===== src/rtl/linear_layer_scheduler_pkg.sv =====
// Package linear_pkg: shared types and helpers for linear_layer_scheduler.
//   state_e : scheduler FSM states
//   acc_t   : signed accumulator/result type at the default BIAS_PRECISION
//   cnt_w() : width of a counter holding values 0..n-1 (never less than 1)
package linear_pkg;

    typedef enum logic [2:0] {
        IDLE    = 3'd0,
        LOAD    = 3'd1,
        CLEAR   = 3'd2,
        COMPUTE = 3'd3,
        DRAIN   = 3'd4,
        SUM     = 3'd5,
        OUT     = 3'd6
    } state_e;

    localparam int ACC_W = 32;
    typedef logic signed [ACC_W-1:0] acc_t;

    function automatic int cnt_w(input int n);
        if (n <= 1) begin
            return 1;
        end else begin
            return $clog2(n);
        end
    endfunction

endpackage


===== src/rtl/linear_layer_scheduler_lane_reducer.sv =====
// lane_reducer: registered signed sum of LANES accumulator lanes.
// The sum wraps modulo 2^WIDTH. With LINEAR_SCHED_RELU_EN defined, a negative
// sum is stored as zero.
// Ports:
//   clk, rst_n : clock, async active-low reset (result clears to 0)
//   en         : capture the reduced sum this cycle
//   lanes      : LANES*WIDTH packed lanes, lane l at [l*WIDTH +: WIDTH]
//   result     : registered reduced value, held while en is low
module lane_reducer
    import linear_pkg::*;
#(
    parameter int LANES = 4,
    parameter int WIDTH = 32
) (
    input  logic                   clk,
    input  logic                   rst_n,
    input  logic                   en,
    input  logic [LANES*WIDTH-1:0] lanes,
    output logic [WIDTH-1:0]       result
);

    logic [WIDTH-1:0] sum_s;
    logic [WIDTH-1:0] final_s;
    logic [WIDTH-1:0] result_r;

    // Wrapped two's-complement sum of all lanes plus optional clamp.
    always_comb begin
        sum_s = {WIDTH{1'b0}};
        for (int l = 0; l < LANES; l++) begin
            sum_s = sum_s + lanes[l*WIDTH +: WIDTH];
        end
`ifdef LINEAR_SCHED_RELU_EN
        if (sum_s[WIDTH-1]) begin
            final_s = {WIDTH{1'b0}};
        end else begin
            final_s = sum_s;
        end
`else
        final_s = sum_s;
`endif
    end

    // Result register, loaded only on en so it stays stable while waiting downstream.
    always_ff @(posedge clk or negedge rst_n) begin
        if (!rst_n) begin
            result_r <= {WIDTH{1'b0}};
        end else if (en) begin
            result_r <= final_s;
        end else begin
            result_r <= result_r;
        end
    end

    assign result = result_r;

endmodule


===== src/rtl/linear_layer_scheduler.sv =====
// linear_layer_scheduler: sequences one fully-connected layer over a multiplier array.
// Buffers one sample of NUM_CHUNKS feature chunks, replays it once per output neuron
// while reading weights (1-cycle latency), drives mul_rst/mul_ce, waits out the
// multiplier latency, reduces the accumulator lanes and emits one result per neuron.
// Optional build macro: LINEAR_SCHED_RELU_EN (results clamp negative sums to zero).
// Ports:
//   clk, rst_n                    clock, async active-low reset
//   in_valid/in_ready/in_features feature chunk stream (accepted only while loading)
//   w_addr/w_rd_en/w_rd_data      weight memory, address = neuron*NUM_CHUNKS+chunk
//   mul_rst/mul_ce                multiplier accumulator clear and clock enable
//   mul_features/mul_weights      operands presented to the multiplier array
//   mul_acc                       MUL_PER_FEATURE accumulator lanes from the array
//   out_valid/out_ready/out_data/out_last  neuron result stream
module linear_layer_scheduler
    import linear_pkg::*;
#(
    parameter int NUM_FEATURES    = 4,
    parameter int PRECISION       = 8,
    parameter int BIAS_PRECISION  = 32,
    parameter int MUL_PER_FEATURE = 4,
    parameter int NUM_CHUNKS      = 8,
    parameter int NUM_NEURONS     = 16,
    parameter int MUL_LATENCY     = 3
) (
    input  logic                                       clk,
    input  logic                                       rst_n,
    input  logic                                       in_valid,
    output logic                                       in_ready,
    input  logic [NUM_FEATURES*PRECISION-1:0]          in_features,
    output logic [cnt_w(NUM_NEURONS*NUM_CHUNKS)-1:0]   w_addr,
    output logic                                       w_rd_en,
    input  logic [NUM_FEATURES*PRECISION-1:0]          w_rd_data,
    output logic                                       mul_rst,
    output logic                                       mul_ce,
    output logic [NUM_FEATURES*PRECISION-1:0]          mul_features,
    output logic [NUM_FEATURES*PRECISION-1:0]          mul_weights,
    input  logic [MUL_PER_FEATURE*BIAS_PRECISION-1:0]  mul_acc,
    output logic                                       out_valid,
    input  logic                                       out_ready,
    output logic [BIAS_PRECISION-1:0]                  out_data,
    output logic                                       out_last
);

    localparam int CW  = cnt_w(NUM_CHUNKS);
    localparam int NW  = cnt_w(NUM_NEURONS);
    localparam int DW  = cnt_w(MUL_LATENCY + 1);
    localparam int AW  = cnt_w(NUM_NEURONS * NUM_CHUNKS);
    localparam int CHW = NUM_FEATURES * PRECISION;

    state_e          state_r;
    state_e          next_s;
    logic [CW-1:0]   chunk_r;
    logic [NW-1:0]   neuron_r;
    logic [DW-1:0]   drain_r;
    logic [CHW-1:0]  buf_r [NUM_CHUNKS];
    logic [CHW-1:0]  feat_r;
    logic            in_ready_r;
    logic            w_rd_en_r;
    logic            mul_ce_r;
    logic            mul_rst_r;
    logic            out_valid_r;
    logic            out_last_r;
    logic            last_chunk_s;
    logic            last_neuron_s;
    logic            in_fire_s;
    logic            out_fire_s;

    assign last_chunk_s  = (chunk_r == CW'(NUM_CHUNKS - 1));
    assign last_neuron_s = (neuron_r == NW'(NUM_NEURONS - 1));
    assign in_fire_s     = (state_r == LOAD) && in_valid && in_ready_r;
    assign out_fire_s    = (state_r == OUT) && out_valid_r && out_ready;

    // Next-state decode.
    always_comb begin
        next_s = state_r;
        case (state_r)
            IDLE:    next_s = LOAD;
            LOAD: begin
                if (in_fire_s && last_chunk_s) begin
                    next_s = CLEAR;
                end else begin
                    next_s = LOAD;
                end
            end
            CLEAR:   next_s = COMPUTE;
            COMPUTE: begin
                if (last_chunk_s) begin
                    next_s = DRAIN;
                end else begin
                    next_s = COMPUTE;
                end
            end
            DRAIN: begin
                // Entry cycle carries the final mul_ce beat; MUL_LATENCY more cycles
                // let that beat reach mul_acc before SUM samples it.
                if (drain_r == DW'(MUL_LATENCY)) begin
                    next_s = SUM;
                end else begin
                    next_s = DRAIN;
                end
            end
            SUM:     next_s = OUT;
            OUT: begin
                if (out_fire_s) begin
                    if (last_neuron_s) begin
                        next_s = LOAD;
                    end else begin
                        next_s = CLEAR;
                    end
                end else begin
                    next_s = OUT;
                end
            end
            default: next_s = IDLE;
        endcase
    end

    // State register.
    always_ff @(posedge clk or negedge rst_n) begin
        if (!rst_n) begin
            state_r <= IDLE;
        end else begin
            state_r <= next_s;
        end
    end

    // Chunk, neuron and drain counters.
    always_ff @(posedge clk or negedge rst_n) begin
        if (!rst_n) begin
            chunk_r  <= {CW{1'b0}};
            neuron_r <= {NW{1'b0}};
            drain_r  <= {DW{1'b0}};
        end else begin
            case (state_r)
                LOAD: begin
                    if (in_fire_s) begin
                        chunk_r <= last_chunk_s ? {CW{1'b0}} : chunk_r + CW'(1);
                    end else begin
                        chunk_r <= chunk_r;
                    end
                end
                CLEAR:   chunk_r <= {CW{1'b0}};
                COMPUTE: chunk_r <= last_chunk_s ? {CW{1'b0}} : chunk_r + CW'(1);
                default: chunk_r <= chunk_r;
            endcase
            if (out_fire_s) begin
                neuron_r <= last_neuron_s ? {NW{1'b0}} : neuron_r + NW'(1);
            end else begin
                neuron_r <= neuron_r;
            end
            if (state_r == DRAIN) begin
                drain_r <= drain_r + DW'(1);
            end else begin
                drain_r <= {DW{1'b0}};
            end
        end
    end

    // Control outputs registered from the upcoming state so they line up with it.
    always_ff @(posedge clk or negedge rst_n) begin
        if (!rst_n) begin
            in_ready_r  <= 1'b0;
            w_rd_en_r   <= 1'b0;
            mul_ce_r    <= 1'b0;
            mul_rst_r   <= 1'b1;
            out_valid_r <= 1'b0;
            out_last_r  <= 1'b0;
        end else begin
            in_ready_r  <= (next_s == LOAD);
            w_rd_en_r   <= (next_s == COMPUTE);
            // Weight data arrives one cycle after the read strobe.
            mul_ce_r    <= w_rd_en_r;
            mul_rst_r   <= (next_s == CLEAR);
            out_valid_r <= (next_s == OUT);
            out_last_r  <= (next_s == OUT) && last_neuron_s;
        end
    end

    // Sample buffer; contents are don't-care until a full sample has been loaded.
    always_ff @(posedge clk) begin
        if (in_fire_s) begin
            buf_r[chunk_r] <= in_features;
        end else begin
            buf_r[chunk_r] <= buf_r[chunk_r];
        end
    end

    // Registered buffer read so features meet the weights returned by the memory.
    always_ff @(posedge clk or negedge rst_n) begin
        if (!rst_n) begin
            feat_r <= {CHW{1'b0}};
        end else if (state_r == COMPUTE) begin
            feat_r <= buf_r[chunk_r];
        end else begin
            feat_r <= feat_r;
        end
    end

    lane_reducer #(
        .LANES (MUL_PER_FEATURE),
        .WIDTH (BIAS_PRECISION)
    ) u_lane_reducer (
        .clk    (clk),
        .rst_n  (rst_n),
        .en     (state_r == SUM),
        .lanes  (mul_acc),
        .result (out_data)
    );

    assign w_addr       = AW'(neuron_r) * AW'(NUM_CHUNKS) + AW'(chunk_r);
    assign in_ready     = in_ready_r;
    assign w_rd_en      = w_rd_en_r;
    assign mul_ce       = mul_ce_r;
    assign mul_rst      = mul_rst_r;
    assign mul_features = feat_r;
    assign mul_weights  = w_rd_data;
    assign out_valid    = out_valid_r;
    assign out_last     = out_last_r;

endmodule


===== config.mk =====
export PLATFORM = sky130hd
export DESIGN_NAME = linear_layer_scheduler
export DESIGN_NICKNAME = d
export VERILOG_FILES = /design/src/rtl/linear_layer_scheduler_pkg.sv /design/src/rtl/linear_layer_scheduler_lane_reducer.sv /design/src/rtl/linear_layer_scheduler.sv
export SDC_FILE = /design/constraint.sdc
export NUM_CORES = 1
export LEC_CHECK = 0
export CELL_PAD_IN_SITES_DETAIL_PLACEMENT = 1
export CELL_PAD_IN_SITES_GLOBAL_PLACEMENT = 2
export CORE_ASPECT_RATIO = 2
export CORE_MARGIN = 4
export CORE_UTILIZATION = 30
export DETAILED_ROUTE_END_ITERATION = 16
export GPL_ROUTABILITY_DRIVEN = 0
export HOLD_SLACK_MARGIN = 0.06
export PLACE_DENSITY_LB_ADDON = 0.1
export REMOVE_ABC_BUFFERS = 1
export SYNTH_ARGS = -nofsm -noshare
export SYNTH_HDL_FRONTEND = slang
export SYNTH_SLANG_ARGS = --single-unit

===== constraint.sdc =====
create_clock -name clk -period 3.45 [get_ports clk]
set_input_delay 0.69 -clock clk [delete_from_list [all_inputs] [get_ports clk]]
set_output_delay 0.69 -clock clk [all_outputs]
set_load 0.05 [all_outputs]

==> results.toml, run 1 <==
[status]
status = "completed"

[timing]
finalSetupTns_ps = 0
slew_headroom_pct = 41.4
clock.fmax_mhz = 298
slew_viol_final = 0
fin_crit_ps = 3350
skew_ps = 15.8
setup_ws_ps = 98.7
setup_viol = 0
tightest_slew_ps = 880
period_share_pct = 97.1
hold_viol_final = 0

[power]
leakage_nw = 9.07
power_density_nw_per_um2 = 991
ir_drop_mv = 0.356
fin_total_pwr_mw = 22.7

[worst_setup_path]
cp.arrival_ps = 3810
r2r-end = "buf_r[5][12]"
slowest_stage = "fa_1"
rrSetupSlack_ps = 590
crit_chain = "buf_6 > fa_1 > fa_2 > ha_4 > fa_2 > a211oi_4 > o21ai_4 > a22oi_2 > o211ai_1 > buf_4 > buf_4 > o31ai_4 > nand2_1 > o211ai_1"
end_kind = "flop"
worst-path-max-fanout = 4
crit_end = "u_lane_reducer.result[31]"
crit_path_start = "mul_acc[1]"
crit_type = "primary input to flop"
crit_buf_inv = 3
r2r_start = "chunk_r[0]"
reg2regPathDepth = 7
critical_path_required_ps = 3910
cp_top_family = "adder cells"
cp.depth = 14
crit_path_max_incr_delay_ps = 560
worstSetupStartpointType = "primary input"

[synth]
synthTopCellsByArea = "edfxtp_1, dfrtp_1, fa_1"
async_flop_share_pct = 24.3
ys_seq_area_share_pct = 57.1
syn_area_sq_um = 17100
synth_edf_count = 256
ys_ff_latch = 338
synthTopCellsByCount = "edfxtp_1, inv_1, a21oi_1"
yosys_warnings = 0
avgSynthCellArea_sq_um = 12.2
ys_types = 70
yosysMostFrequentCell = "edfxtp_1"
synth_top_area_share_pct = 45.1
syn_inst = 1396
yosys.area.top_type = "edfxtp_1"
synth-main-ff-cell = "edfxtp_1"

[die]
start_util_pct = 30.3
dieArea_sq_um = 61000
rows = 123
die_w_um = 177
die_h_um = 345
ios = 305
core_sq_um = 56300

[run]
cap_violations = 0

[detailed_routing]
drt_iter0_drc = 492
drcViolationCount = 0
first_pass_iters = 7
avgRoutedWirePerCell_um = 21.5
postRouteWirelength_um = 53900
routed_via_density = 4.83
vias = 12100
antenna_left = 0

[layout]
nFillCells = 6014
fin_nets = 2027
area_growth_pct = 34.5
regArea_sq_um = 9750
multi_input_area_sq_um = 6810
drive_gt1_share_pct = 25.0
postLayoutCoreUtil_pct = 40.7
instances_no_fill = 2510

[global_route]
grt_max_degree = 52
grtUsageTotal_pct = 17.6
antenna_found_initial = 3
grt_pass1_wl_um = 81900
grt_pass1_vias = 13800
grt_remaining_overflow = 0

[min_path]
hold_path.class = "primary input to async pin"

[place]
post-place-ws_ps = -1050
port_buffers = 240
dp.cells = 2414
dp_hpwl_um = 39300

[cts]
path_clk_slew_ps = 70
cts_htree_levels = 2
tritoncts = "built"
cts-root-buf = "clkbuf_16"
cts.sink_count = 338
clock_path_buffers = 3
cts_buffers = 34
clk_latency_ps = 550
==> placed cells by master (no fill, tap or decap), drive strengths merged, types with 7 or more instances in the layout <==
cell type      Yosys  routed
a211oi            12      12
a21o              14      14
a21oi            100     100
a221oi            31      31
a22o              13      13
a22oi             27      27
a31oi              7       7
and3               7       7
buf               61     171
clkbuf            45      51
clkdlybuf4s15      0      10
clkdlybuf4s50      0     161
clkinv             0       9
dfrtp             81      81
dlygate4sd2        0      54
dlymetal6s2s       0       9
edfxtp           256     256
fa                62      62
ha                35      35
inv              178     178
mux2              39      39
mux2i             16      16
mux4              12      12
nand2             98      98
nand3             19      19
nand4             11      11
nor2              82      82
nor2b             12      12
nor3              12      12
o211ai            10      10
o21ai             72      72
xnor2             18      18
xor2               7       7
==> logic make-up (layout without fill, tap and decap cells) <==
logic type / Yosys count / in the layout / synth area share (%)
flip-flops: 338 / 338 / 57.1
AO/OA/AOI/OAI: 319 / 319 / 12.3
adder cells (fa/ha/maj): 97 / 97 / 9.84
multiplexers: 67 / 67 / 5.10
XOR/XNOR: 25 / 25 / 1.28
other: 0 / 2 / 0
AND/OR/NAND/NOR: 266 / 266 / 7.21
buffers and inverters: 284 / 646 / 7.21
==> how the worst min path moves through the flow <==
stage                 endpoint  slack (ps)  depth (start not counted)
2_1_floorplan       chunk_r[0]         390                          0
3_3_place_gp            mul_ce         370                          0
3_5_place_dp            mul_ce         380                          0
4_1_cts        mul_features[7]         240                          1
5_1_grt        mul_features[9]         270                          1
6_report       mul_features[9]         220                          1
==> power by group <==
part	total [mW]	switching [mW]	internal, mW
Clock	3.63	1.63	2.00
Combinational	11.3	7.00	4.30
Sequential	7.82	0.683	7.14
Total	22.7	9.31	13.4
==> sequential cells by signal, summed over array words and instances, names as in the netlist <==
| name | flops |
|---|---|
| in_ready | 1 |
| neuron_r | 4 |
| mul_features | 32 |
| mul_ce | 1 |
| u_lane_reducer.result | 32 |
| w_rd_en | 1 |
| mul_rst | 1 |
| chunk_r | 3 |
| out_last | 1 |
| drain_r | 2 |
| out_valid | 1 |
| state_r | 3 |
| buf_r | 256 |
==> metrics by stage <==
stage | area (sq um) | hold slack, ps
2_1_floorplan | 16500 | 394
3_3_place_gp | 21000 | 370
3_5_place_dp | 21000 | 377
4_1_cts | 22800 | 240
5_1_grt | 22900 | 266
6_report | 22900 | 216
==> repair_timing <==
action,4_1_cts,5_1_grt
pin swaps,111,70
hold buffers,0,0
endpoints found under the hold margin,0,0
endpoints found under the setup margin,22,17
buffers inserted,28,7
gates resized for setup,239,65
==> metal layers <==
layer  part of all wire [%]  global-route usage [%]
met1                     34                    17.3
met3                    5.6                    4.09
met4                    2.2                    4.31
met5                  0.037                       0
met2                     58                    36.0
==> cell type report <==
cell class | instances | share of cell area [%]
sequential | 338 | 42.5
multi-input combinational | 774 | 29.7
timing repair buffer | 408 | 16.2
clock buffer | 48 | 4.12
tap | 750 | 4.09
inverter | 178 | 2.91
clock inverter | 12 | 0.480
antenna | 2 | 0.0218
(Power assumes the default switching activity.)
==> run 2, diff against run 1 <==
CAP_MARGIN = 20   (was not set)
CORE_ASPECT_RATIO = 1.4   (was 2)
SYNTH_HIERARCHICAL = 1   (was not set)
==> results.toml, run 2 <==
[timing]
period_share_pct = 102
setup_viol = 2
whs_ps = 130
rsz0062_at_grt = "yes"
fin_crit_ps = 3520
skew_ps = 17.2
tightest_slew_ps = 792
slew_viol_final = 0
setup_ws_ps = -67.0
finalSetupTns_ps = -106
slew_headroom_pct = 47.1
clock.fmax_mhz = 284
hold_viol_final = 0

[cts]
clock_path_buffers = 3
tritoncts = "built"
clk_latency_ps = 530
cts_buffers = 37
path_clk_slew_ps = 60
cts_htree_levels = 2
cts-root-buf = "clkbuf_16"
cts.sink_count = 338

[synth]
async_flop_share_pct = 24.3
ys_ff_latch = 338
synthTopCellsByCount = "edfxtp_1, inv_1, a21oi_1"
yosys_warnings = 6
yosys.area.top_type = "edfxtp_1"
synthTopCellsByArea = "edfxtp_1, dfrtp_1, fa_1"
ys_types = 78
synth-main-ff-cell = "edfxtp_1"
ys_seq_area_share_pct = 56.2
yosysMostFrequentCell = "edfxtp_1"
avgSynthCellArea_sq_um = 12.7
syn_area_sq_um = 17300
synth_top_area_share_pct = 44.4
synth_edf_count = 256
syn_inst = 1365

[worst_setup_path]
crit_buf_inv = 3
worst-path-max-fanout = 3
end_kind = "flop"
slowest_stage = "fa_1"
worstSetupStartpointType = "primary input"
critical_path_required_ps = 3850
crit_chain = "buf_6 > fa_1 > fa_1 > ha_2 > fa_2 > a21oi_2 > o211ai_1 > buf_4 > a211oi_4 > o211ai_1 > buf_4 > a31oi_4 > xnor2_1 > mux2_4"
crit_path_max_incr_delay_ps = 560
cp.arrival_ps = 3920
crit_type = "primary input to flop"
cp_top_family = "adder cells"

[global_route]
grt_pass1_wl_um = 78200
grt_remaining_overflow = 0
grtUsageTotal_pct = 16.2
grt_max_degree = 60
grt_pass1_vias = 13100
antenna_found_initial = 1

[status]
violations = "negative setup slack"
status = "finished, violations left"

[min_path]
hold_path.class = "primary input to async pin"

[layout]
layout_commonest_cell = "edfxtp_1"
mostFrequentLayoutCells = "edfxtp_1, clkdlybuf4s50_1, buf_4, inv_1, dfrtp_1"
regMostFlops = "buf_r"
area_growth_pct = 33.5
final_area_sq_um = 23100
n_antenna_cell = 0
nFillCells = 6054
regArea_sq_um = 9750
drive_gt1_share_pct = 25.3
multi_input_area_sq_um = 6970
largest_reg_flops = 256
fin_nets = 1989

[die]
ios = 305
core_sq_um = 57400
dieArea_sq_um = 61700
die_w_um = 211
start_util_pct = 30.2
rows = 104
die_h_um = 292

[detailed_routing]
avgRoutedWirePerCell_um = 20.7
postRouteWirelength_um = 51000
routed_via_density = 4.78
drcViolationCount = 0
vias = 11800
drt_iter0_drc = 337
first_pass_iters = 4
antenna_left = 0

[place]
dpl_cell_area_sq_um = 21000
port_buffers = 240
dp_hpwl_um = 35500

[run]
cap_violations = 0

[power]
power_density_nw_per_um2 = 971
leakage_nw = 9.24
ir_drop_mv = 0.368
==> run 2: metal layers <==
metal / routed length (um) / track usage [%]
met1: 20400 / 19.3
met2: 27200 / 30.2
met3: 2300 / 2.59
met4: 1090 / 4.13
met5: 11 / 0.470
==> run 2: final timing paths <==
| path | cells after the start | slack, ps | end | startpoint |
|---|---|---|---|---|
| max | 14 | -70 | u_lane_reducer/result[25] | mul_acc[65] |
| min | 1 | 130 | mul_features[19] | rst_n |
| max reg2reg | 5 | 740 | buf_r[3][10] | chunk_r[2] |
| min reg2reg | 0 | 370 | mul_ce | w_rd_en |
| max in group asynchronous | 2 | 2620 | u_lane_reducer/result[20] | rst_n |
| min in group clk | 0 | 370 | mul_ce | w_rd_en |
==> run 2: cells by family (layout without fill, tap and decap cells) <==
family / count (synthesis) / count (layout) / share of synthesized area (%)
fa+ha+maj: 97 / 97 / 9.69
simple gates: 244 / 244 / 6.82
buf+inv: 278 / 636 / 7.87
mux: 99 / 99 / 7.23
flops: 338 / 338 / 56.2
compound gates: 281 / 281 / 10.8
xor+xnor: 28 / 28 / 1.42
==> run 2: metrics by stage <==
| step | std cells | util (%) | power, mW | setup WS, ps |
|---|---|---|---|---|
| floorplan | 1272 | - | 13.9 | -2170 |
| global placement | 2378 | 36.7 | 18.0 | -1080 |
| detailed placement | 2378 | 36.7 | 18.2 | -1110 |
| CTS | 2456 | 39.7 | 22.7 | -112 |
| global route | 2465 | 40.3 | 24.0 | -178 |
| finish | 2465 | 40.3 | 22.5 | -67.0 |
==> run 2: layout make-up <==
cell class	instances	area share (%)
clock buffer	57	4.55
clock inverter	9	0.438
inverter	185	3.02
multi-input combinational	749	30.1
sequential	338	42.1
tap	742	4.01
timing repair buffer	385	15.7
==> run 2: report_power, final <==
| part | switching (mW) | internal, mW | total, mW |
|---|---|---|---|
| sequential | 0.704 | 7.06 | 7.77 |
| clock | 1.59 | 2.25 | 3.84 |
| combinational | 6.67 | 4.19 | 10.9 |
==> run 2: repair_timing <==
item,4_1_cts,5_1_grt
endpoints found under the setup margin,24,21
hold endpoints to repair,0,0
hold buffers,0,0
buffers inserted,15,9
gates resized for setup,160,126
pin swaps,70,91
==> run 3, diff against run 2 <==
PLACE_DENSITY = 0.84   (was not set)
PLACE_DENSITY_LB_ADDON = not set   (was 0.1)
==> results.toml, run 3 (synthesis gave the netlist of run 2 again) <==
[status]
status = "finished, violations left"
violations = "negative setup slack"

[layout]
drive_gt1_share_pct = 25.7
largest_reg_flops = 256
fin_nets = 1993
final_area_sq_um = 23200
area_growth_pct = 33.8
n_antenna_cell = 0
regMostFlops = "buf_r"
instances_no_fill = 2468
postLayoutCoreUtil_pct = 40.4
mostFrequentLayoutCells = "edfxtp_1, clkdlybuf4s50_1, buf_4, inv_1, dfrtp_1"
layout_commonest_cell = "edfxtp_1"

[die]
die_h_um = 292
ios = 305
rows = 104
die_w_um = 211
dieArea_sq_um = 61700
start_util_pct = 30.2
core_sq_um = 57400

[worst_setup_path]
crit_chain = "dlygate4sd2_1 > fa_2 > fa_1 > ha_2 > fa_2 > a21oi_2 > o211ai_1 > buf_4 > a211oi_4 > o211ai_1 > buf_4 > a31oi_4 > xnor2_1 > mux2_4"
crit_type = "primary input to flop"
crit_path_max_incr_delay_ps = 450
worstSetupStartpointType = "primary input"
slowest_stage = "fa_1"
worst-path-max-fanout = 2
critical_path_required_ps = 3860
cp.arrival_ps = 3910
end_kind = "flop"

[place]
port_buffers = 240
dpl_cell_area_sq_um = 21100
dp.cells = 2382
dp_hpwl_um = 36800
post-place-ws_ps = -1120

[power]
intPower_mw = 13.9
switching_share_pct = 39.8
leakage_nw = 9.19
ir_drop_mv = 0.486
switchingPower_mw = 9.18
fin_total_pwr_mw = 23.1
pwr-share-clk_pct = 18.4
combPwrFrac_pct = 47.3
power_density_nw_per_um2 = 994
p_seq_share_pct = 34.3

[detailed_routing]
topRoutingLayerUsed = "met5"
wl_met3_um = 2770
antenna_left = 0
routed_via_density = 4.91
first_pass_iters = 4
avgRoutedWirePerCell_um = 21.4
drt_iter0_drc = 580
drcViolationCount = 0
vias = 12100
postRouteWirelength_um = 52800
wl_met2_um = 29200
drt-met1-wl_um = 19600

[timing]
setup_ws_ps = -42.2
hold_viol_final = 0
skew_ps = 14.6
slew_viol_final = 0
setup_viol = 1
slew_headroom_pct = 41.4
tightest_slew_ps = 879
period_share_pct = 101
fin_crit_ps = 3490
finalSetupTns_ps = -42.2
rsz0062_at_grt = "yes"
clock.fmax_mhz = 286
whs_ps = 184

[cts]
clk_latency_ps = 530
path_clk_slew_ps = 60
cts-root-buf = "clkbuf_16"
cts_hold_buf = 0
cts_htree_levels = 2
cts_buffers = 37
tritoncts = "built"
clock_path_buffers = 3
cts.sink_count = 338

[global_route]
grtUsageTotal_pct = 16.5
antenna_found_initial = 1
grt_pass1_vias = 13600
grt_remaining_overflow = 0
grt_max_degree = 60
grt_pass1_wl_um = 79800

[run]
cap_violations = 0

[min_path]
hold_path.class = "primary input to async pin"
run 3: cell types whose count changed in the layout (fill, tap and decap cells not counted), sizes merged, moves of 4 or more:
cell | before | now
bufinv | 2 | 8
dlygate4sd2 | 17 | 31
clkbuf | 61 | 47
clkinv | 5 | 10
dlymetal6s2s | 31 | 17
clkdlybuf4s50 | 180 | 184
run 3: worst paths after layout:
check                            start                         to  slack [ps]  cells past startpoint
max                        mul_acc[32]  u_lane_reducer/result[25]         -40                     14
min                              rst_n  u_lane_reducer/result[11]         180                      1
max reg2reg                 chunk_r[2]               buf_r[1][24]         620                      5
min reg2reg                    w_rd_en                     mul_ce         390                      0
max in group asynchronous        rst_n            mul_features[8]        2580                      2
min in group clk               w_rd_en                     mul_ce         390                      0
run 3: layout make-up:
cell class,count,area (sq um)
Multi-Input combinational cell,749,6940
Fill cell,6042,34200
Inverter,185,694
Clock inverter,21,315
Clock buffer,44,962
Timing Repair Buffer,389,3600
Sequential cell,338,9750
Tap cell,742,928
run 3: what timing repair did:
action,in CTS,in global routing
setup endpoints to repair,24,23
pin swaps,76,98
gates resized for setup,156,101
buffers inserted,9,13
run 3: per-layer routing:
metal / up-vias / track usage, %
li1: 5479 / -
met1: 6212 / 18.2
met2: 345 / 32.0
met3: 81 / 3.06
met4: 2 / 4.52
met5: - / 0.627
run 3: power by group through the flow:
stage / clock [mW] / sequential [mW] / combinational, mW
6_report: 4.24 / 7.91 / 10.9
5_1_grt: 4.51 / 8.09 / 11.8
4_1_cts: 4.33 / 7.94 / 10.7
3_5_place_dp: 0 / 8.00 / 10.2
3_3_place_gp: 0 / 7.85 / 9.80
2_1_floorplan: 0 / 9.20 / 4.74
run 3: critical path: cells and delay by family:
family / cells / cell delay [ps]
adders and majority gates: 4 / 1410
AOI/OAI and AO/OA: 5 / 860
buffers and inverters: 3 / 590
muxes: 1 / 260
xor gates and xnor gates: 1 / 90
